### config.mk
export PLATFORM = sky130hd
export DESIGN_NAME = player_link_tx
export DESIGN_NICKNAME = d
export VERILOG_FILES = /design/src/rtl/project_cfg_pkg.sv /design/src/rtl/link_baud_gen.sv /design/src/rtl/player_link_tx.sv
export SDC_FILE = /design/constraint.sdc
export NUM_CORES = 1
export LEC_CHECK = 0
export ABC_AREA = 1
export BUFFER_PORTS_ARGS = -buffer_cell sky130_fd_sc_hd__buf_2
export CAP_MARGIN = 20
export CELL_PAD_IN_SITES_DETAIL_PLACEMENT = 1
export CELL_PAD_IN_SITES_GLOBAL_PLACEMENT = 1
export CORE_AREA = 5 5 49 94
export CTS_CLUSTER_DIAMETER = 120
export DETAILED_ROUTE_END_ITERATION = 12
export DIE_AREA = 0 0 54 99
export GPL_TIMING_DRIVEN = 0
export PLACE_DENSITY_LB_ADDON = 0.1
export SLEW_MARGIN = 30
export SYNTH_ARGS = -nofsm -noshare
export SYNTH_HDL_FRONTEND = slang
export SYNTH_SLANG_ARGS = --single-unit
### constraint.sdc
create_clock -name clk -period 2.5 [get_ports clk]
set_clock_uncertainty 0.15 [all_clocks]
set_input_delay 0.25 -clock clk [delete_from_list [all_inputs] [get_ports clk]]
set_output_delay 0.25 -clock clk [all_outputs]
set_load 0.05 [all_outputs]
### src/rtl/project_cfg_pkg.sv
// Shared configuration and message types for the player link.
// The parity feature of the link is selected by PLAYER_LINK_PARITY_EN.
package project_cfg_pkg;

    localparam int unsigned LINK_CLK_DIV   = 64;
    localparam int unsigned LINK_DATA_BITS = 10;

    typedef struct packed {
        logic       ready_flag;
        logic       hit;
        logic [7:0] ship_cords;
    } link_msg_t;

    function automatic logic even_parity(input link_msg_t msg);
        return ^msg;
    endfunction

endpackage

### src/rtl/link_baud_gen.sv
// Bit-period counter for the player link: tick marks the last cycle of a bit.
// Holding restart keeps the counter at zero so a new frame starts a full period.
module link_baud_gen
    import project_cfg_pkg::*;
#(
    parameter int unsigned CLK_DIV = LINK_CLK_DIV
) (
    input  logic clk,
    input  logic rst,
    input  logic restart,
    output logic tick
);

    localparam int unsigned CNT_W = (CLK_DIV > 1) ? $clog2(CLK_DIV) : 1;

    logic [CNT_W-1:0] cnt;

    assign tick = (cnt == CNT_W'(CLK_DIV - 1));

    // Wraps explicitly at CLK_DIV-1, never through the natural overflow.
    always_ff @(posedge clk) begin
        if (rst || restart) begin
            cnt <= '0;
        end else if (tick) begin
            cnt <= '0;
        end else begin
            cnt <= cnt + CNT_W'(1);
        end
    end

endmodule

### src/rtl/player_link_tx.sv
// Serial transmitter for the player-to-player link: start, 10 data bits LSB first,
// optional even parity (PLAYER_LINK_PARITY_EN), stop. Line idles high.
module player_link_tx
    import project_cfg_pkg::*;
#(
    parameter int unsigned CLK_DIV = LINK_CLK_DIV
) (
    input  logic       clk,
    input  logic       rst,
    input  logic       tx_valid,
    output logic       tx_ready,
    input  logic [7:0] ship_cords,
    input  logic       hit,
    input  logic       ready_flag,
    output logic       tx_line,
    output logic       busy
);

`ifdef PLAYER_LINK_PARITY_EN
    typedef enum logic [2:0] {IDLE, START, DATA, PARITY, STOP} state_t;
`else
    typedef enum logic [2:0] {IDLE, START, DATA, STOP} state_t;
`endif

    state_t                    state, state_next;
    logic [3:0]                bit_idx, bit_idx_next;
    link_msg_t                 msg_q;
    logic [LINK_DATA_BITS-1:0] msg_bits;
    logic                      tick;
    logic                      transfer;
    logic                      tx_line_next;

    assign transfer = tx_valid && tx_ready;
    assign msg_bits = msg_q;

    link_baud_gen #(.CLK_DIV(CLK_DIV)) u_baud (
        .clk     (clk),
        .rst     (rst),
        .restart (state == IDLE),
        .tick    (tick)
    );

    always_ff @(posedge clk) begin
        if (rst) begin
            state   <= IDLE;
            bit_idx <= '0;
            tx_line <= 1'b1;
            busy    <= 1'b0;
            msg_q   <= '0;
        end else begin
            state   <= state_next;
            bit_idx <= bit_idx_next;
            tx_line <= tx_line_next;
            busy    <= (state_next != IDLE);
            if (transfer) begin
                msg_q <= '{ready_flag: ready_flag, hit: hit, ship_cords: ship_cords};
            end
        end
    end

    always_comb begin
        state_next   = state;
        bit_idx_next = bit_idx;
        case (state)
            IDLE:  if (transfer) state_next = START;
            START: if (tick) begin
                state_next   = DATA;
                bit_idx_next = '0;
            end
            DATA:  if (tick) begin
                if (bit_idx == 4'(LINK_DATA_BITS - 1)) begin
                    bit_idx_next = '0;
`ifdef PLAYER_LINK_PARITY_EN
                    state_next   = PARITY;
`else
                    state_next   = STOP;
`endif
                end else begin
                    bit_idx_next = bit_idx + 4'd1;
                end
            end
`ifdef PLAYER_LINK_PARITY_EN
            PARITY: if (tick) state_next = STOP;
`endif
            STOP:  if (tick) state_next = IDLE;
            default: begin
                state_next   = IDLE;
                bit_idx_next = '0;
            end
        endcase
    end

    // Line level is decoded from the next state so tx_line comes straight off a flop.
    always_comb begin
        tx_ready     = (state == IDLE) && !rst;
        tx_line_next = 1'b1;
        case (state_next)
            IDLE:   tx_line_next = 1'b1;
            START:  tx_line_next = 1'b0;
            DATA:   tx_line_next = msg_bits[bit_idx_next];
`ifdef PLAYER_LINK_PARITY_EN
            PARITY: tx_line_next = even_parity(msg_q);
`endif
            STOP:   tx_line_next = 1'b1;
            default: tx_line_next = 1'b1;
        endcase
    end

endmodule

==> results of run 1 <==
-- worst paths after layout --
check | start | end | slack, ps | cells past startpoint
setup / recovery | u_baud.cnt[0]$_SDFF_PP0_ | tx_line$_SDFF_PP1_ | 530 | 13
hold / removal | ready_flag | msg_bits[9]$_SDFFE_PP0P_ | 50 | 3
setup reg to reg | u_baud.cnt[0]$_SDFF_PP0_ | tx_line$_SDFF_PP1_ | 530 | 13
hold reg to reg | u_baud.cnt[0]$_SDFF_PP0_ | u_baud.cnt[0]$_SDFF_PP0_ | 310 | 1
-- metrics by stage --
stage          worst slack (ps)  instance area (µm²)  cells  utilization  total power [mW]
6_report                    533                 1470    241        0.386             0.732
3_5_place_dp                527                 1420    237        0.373             0.491
5_1_grt                     398                 1470    241        0.386             0.772
3_3_place_gp                574                 1420    237        0.373             0.488
4_1_cts                     503                 1470    241        0.386             0.749
2_1_floorplan               394                 1280    171            -             0.467
-- area by class of cell --
type / instances / area, µm²
multi-input combinational: 115 / 661
clock inverter: 1 / 7.51
fill: 482 / 2340
tap: 51 / 63.8
clock buffer: 3 / 41.3
inverter: 28 / 105
buffer: 3 / 13.8
timing repair buffer: 15 / 75.1
sequential: 25 / 500
-- metal layers --
metal / global-route usage / part of all wire / up-vias
met3: 0.0227 / 0.026 / 7
li1: - / - / 578
met5: 0 / 0 / -
met1: 0.104 / 0.31 / 512
met2: 0.259 / 0.63 / 13
met4: 0.0749 / 0.031 / 0
-- synthesized netlist by cell type (all sizes together) --
master and n:
xor2 5, nand3 26, ha 3, buf 2, nor3b 1, clkbuf 1, o211ai 1, inv 28
a21oi 12, dfxtp 25, nand2 33, o21bai 1, o21ai 13, or2 1, conb 1, nor3 1
nor2 17
-- critical path: cells and delay by family (launching register included) --
kind            cells  cell delay, ps
flops               1             360
fa+ha+maj           1             250
simple gates       11            1010
compound gates      1             120
-- power groups by stage --
stage	Clock (mW)	Combinational, mW	Sequential [mW]
4_1_cts	0.267	0.0646	0.417
6_report	0.253	0.0624	0.417
3_3_place_gp	0	0.0622	0.426
5_1_grt	0.282	0.0715	0.419
3_5_place_dp	0	0.0645	0.426
2_1_floorplan	0	0.0377	0.430
-- registers in the layout, summed over array words and instances (netlist names) --
signal,flops
msg_bits,10
u_baud.cnt,6
bit_idx,4
state,3
busy,1
tx_line,1
-- cell families (layout without fill, tap and decap cells) --
logic type / count (synthesis) / in the layout / share of synthesized area
buffers and inverters: 31 / 50 / 0.0929
AOI/OAI and AO/OA: 27 / 27 / 0.118
xor gates and xnor gates: 5 / 5 / 0.0342
adders and majority gates: 3 / 3 / 0.0293
other: 1 / 1 / 0.00293
DFF: 25 / 25 / 0.391
and+or+nand+nor: 79 / 79 / 0.331
==> metrics, run 1 <==
Cell Area, Synth=1280 µm²; largest net degree at the start of global routing=16; chip width=54 µm; synth unique cells=26; switching share of power=0.253; crit-path max cell delay=360 ps; Worst-path clk slew=90 ps; share of cells above drive strength 1=0.216; FP Rows=32; P_leak=0.683 nW; Iteration-0 DRC Markers=14; Post-CTS Resized=0; post-layout net count=207; core box area=3800 µm²; commonest non-fill, non-tap cell in the layout=inv_1; Tot GR Track Use=0.129; Peak VDD IR=0.309 mV; commonest cells after routing, fill and taps aside=26 x inv_1, 25 x nand2_1, 25 x dfxtp_1; number of global-route vias before repair=1244; post-layout minimum cycle time=1970 ps; drt first pass iters=2; CP cell instances=ha_1 -> nand2_1 -> nor2_2 -> nand2_2 -> nand2_2 -> nand2_2 -> nand2_4 -> nand2_4 -> nand2_1 -> nand3_1 -> nand3_1 -> nand3_1 -> a21oi_2; clock share of power=0.346; Critical Path Source Type=register; register area share after synthesis=0.391; io pins=16; CTS root buf=clkbuf_8; final hold violations=0; status=completed; ranking of synthesized cells by area=dfxtp_1 39%, nand3_1 9.4%, inv_1 7.6%, nand2_1 7.3%, a21oi_1 4.3%; Fin Setup TNS=0 ps; die area=5350 µm²; Starting Density=0.337; Setup Fix Bufs, Post-CTS=0; CP max-delay cell=dfxtp_1; CTS max path bufs=2; via count=1110; PwrDens=499 nW/µm²; clock sinks=25; Net Count, Synth=187; # diodes=0; Fin Hold WS=52.7 ps; DPL Wire Length=2520 µm; Finish-stage setup viols=0; Max Fclk=508 MHz; H-tree depth=1; synthesis-stage register bit count=25; RSZ-0062 raised after global routing=no; Internal Dissipation=0.547 mW; DRC Markers=0; gpl congestion=0.805; Syn-to-layout area delta=14.7%; Synthesis Warnings=0; ANT nets after route=0; crit share post-route=0.787; Crit path arrival time=2030 ps; die height=99 µm; Max-Cap Viols=0; P_sw=0.186 mW; Max Slew Vio Count=0; Mapped Cells=171; post-DR wirelength/cell=12.2 µm; hold buffer count at cts=0; Logic pwr share=0.085; Worst Path Required=2570 ps; dominant cell type by area after synthesis=dfxtp_1; CP endpoint kind=register; Avg Inst Size Synth=7.49 µm²; share of the synthesized area in the top cell type=0.391; Avg Vias per Cell=4.61; port bufs=15; first-pass GRT wire length=5040 µm; Critical Setup Path Class=reg2reg; Worst-Skew Late Latency=280 ps; sequential power share=0.569; antenna violations before repair=0; worst-path maximum fanout=6; GR Overflow Total=0; final WL=2940 µm; CTS tree=yes; cts bufs inserted=3; Worst Hold Class=in2reg
(Power assumes the default switching activity.)
==> run 2, diff against run 1 <==
==> constraint.sdc (replaced) <==
create_clock -name clk -period 1.8 [get_ports clk]
set_clock_uncertainty 0.15 [all_clocks]
set_input_delay 0.18 -clock clk [delete_from_list [all_inputs] [get_ports clk]]
set_output_delay 0.18 -clock clk [all_outputs]
set_load 0.05 [all_outputs]
==> run 2 against run 1 <==
Effect of this change: flip-flop and latch count unchanged; clock-buffer cell count stayed put; largest cell class unchanged; highest routed layer unchanged; sequential share of layout area fell by 4.4 points; cell area grew 16%; die area is the same; critical endpoint unchanged; first-iteration DRC count decreased by 79%; setup slack got worse by 530 ps.
==> metrics, run 2 (synthesized netlist as in run 1, its figures left out) <==
status=completed (unchanged); number of flip-flops in the largest register=10 (unchanged); die area=5350 µm² (unchanged); gpl congestion=0.799 (was 0.805); ANT nets after route=0 (unchanged); antenna violations before repair=0 (unchanged); Tot GR Track Use=0.136 (was 0.129); Finish-stage setup viols=0 (unchanged); Critical Path Source Type=register (unchanged); worst-path maximum fanout=6 (unchanged); Crit path arrival time=1860 ps (was 2030 ps); Iteration-0 DRC Markers=3 (was 14); Starting Density=0.337 (unchanged); Post-DP Area=1430 µm² (was 1420 µm²); CTS max path bufs=2 (unchanged); final hold violations=0 (unchanged); Crit path buffers/inverters=2 (was 0); footprint of the multi-input gates=768 µm² (was 661 µm²); setup ws final=1.25 ps (was 533 ps); port bufs=15 (unchanged); sequential cell area=507 µm² (was 500 µm²); CP endpoint kind=register (unchanged); clock sinks=25 (unchanged); FP Rows=32 (unchanged); CP cell instances=inv_1 -> ha_2 -> nand3_2 -> nand2_2 -> nand2_4 -> nand3_4 -> nand2_4 -> nand2_1 -> o21ai_2 -> nand3_1 -> nand2_1 -> inv_2 -> a21oi_2 (was ha_1 -> nand2_1 -> nor2_2 -> nand2_2 -> nand2_2 -> nand2_2 -> nand2_4 -> nand2_4 -> nand2_1 -> nand3_1 -> nand3_1 -> nand3_1 -> a21oi_2); Fin Setup TNS=0 ps (unchanged); io pins=16 (unchanged); commonest cells after routing, fill and taps aside=24 x inv_1, 20 x dfxtp_1, 18 x nand3_1 (was 26 x inv_1, 25 x nand2_1, 25 x dfxtp_1); DRC Markers=0 (unchanged); Worst Path Required=1860 ps (was 2570 ps); core box area=3800 µm² (unchanged); H-tree depth=1 (unchanged); die height=99 µm (unchanged); share of cells above drive strength 1=0.382 (was 0.216); commonest non-fill, non-tap cell in the layout=inv_1 (unchanged); largest net degree at the start of global routing=16 (unchanged); post-DR wirelength/cell=12.4 µm (was 12.2 µm); dpl ws=-185 ps (was 527 ps); CP max-delay cell=dfxtp_2 (was dfxtp_1); number of global-route vias before repair=1327 (was 1244); # diodes=0 (unchanged); post-route design area=1700 µm² (was 1470 µm²); crit-path max cell delay=370 ps (was 360 ps); Critical Setup Path Class=reg2reg (unchanged); drt first pass iters=2 (unchanged); CTS tree=yes (unchanged); GR Overflow Total=0 (unchanged); via count=1192 (was 1110); CTS root buf=clkbuf_8 (unchanged); filler cell count=478 (was 482); Worst-path clk slew=100 ps (was 90 ps); RSZ-0062 raised after global routing=yes (was no); Max Fclk=556 MHz (was 508 MHz); Final Power=1.03 mW (was 0.732 mW); cts bufs inserted=3 (unchanged); first-pass GRT wire length=5400 µm (was 5040 µm); P_leak=0.794 nW (was 0.683 nW); Max-Cap Viols=0 (unchanged); Peak VDD IR=0.458 mV (was 0.309 mV); PwrDens=606 nW/µm² (was 499 nW/µm²); Avg Vias per Cell=4.67 (was 4.61); post-layout net count=221 (was 207); chip width=54 µm (unchanged); Syn-to-layout area delta=33.1% (was 14.7%); DPL Wire Length=2540 µm (was 2520 µm); final WL=3170 µm (was 2940 µm); Worst-Skew Late Latency=280 ps (about the same); Worst path top cell family by delay=simple AND/OR/NAND/NOR gates (unchanged); Max Slew Vio Count=0 (unchanged); crit share post-route=0.999 (was 0.787); post-layout minimum cycle time=1800 ps (was 1970 ps); Worst Hold Class=in2reg (unchanged); Fin Hold WS=20.6 ps (was 52.7 ps)
## run 2: cell count changes in the layout (fill, tap and decap cells not counted), moves of 5 or more
| cell | delta |
|---|---|
| buf_4 | +11 |
| nand3_1 | -6 |
| dfxtp_1 | -5 |
| nand3_2 | +6 |
| dfxtp_2 | +5 |
| nand2_1 | -8 |
## run 2: final cells by class
cell class	count	area share
repair buffers	29	0.116
multi-input cells	115	0.451
inverters	28	0.0617
clock buffers	3	0.0242
clock inverters	1	0.00441
plain buffers	3	0.00808
well taps	51	0.0374
flip-flops and latches	25	0.297
## run 2: report_power, final
group,total [mW],leakage (nW),switching (mW),internal [mW]
sequential,0.581,0.206,0.00886,0.572
combinational,0.0995,0.567,0.0617,0.0378
clock,0.352,0.0217,0.195,0.157
## run 2: final timing paths
check                                               from                        to  slack [ps]  cells past startpoint
worst max-delay path               bit_idx[1]$_SDFF_PP0_        tx_line$_SDFF_PP1_           1                     13
worst min-delay path                                 rst     bit_idx[0]$_SDFF_PP0_          20                      2
worst max register to register     bit_idx[1]$_SDFF_PP0_        tx_line$_SDFF_PP1_           1                     13
worst min register to register  msg_bits[0]$_SDFFE_PP0P_  msg_bits[0]$_SDFFE_PP0P_         310                      2
## run 2: stage by stage
stage	cells	util
after global routing	255	0.448
after CTS	249	0.427
final	255	0.448
after global placement	237	0.375
after detailed placement	237	0.375
after floorplan	171	-
## run 2: what timing repair did
item                                   CTS  global route
endpoints found under the hold margin    1             0
gates resized for setup                 19            12
hold buffers                             2             0
setup buffers                            6             6
setup endpoints to repair                1             1
pin swaps                               13            12
cloned                                   0             0
## run 2: per-layer routing
metal  track usage  share of wire
met5             0              0
met3        0.0166          0.017
met4        0.0749          0.021
met2         0.286           0.66
met1        0.0997           0.30
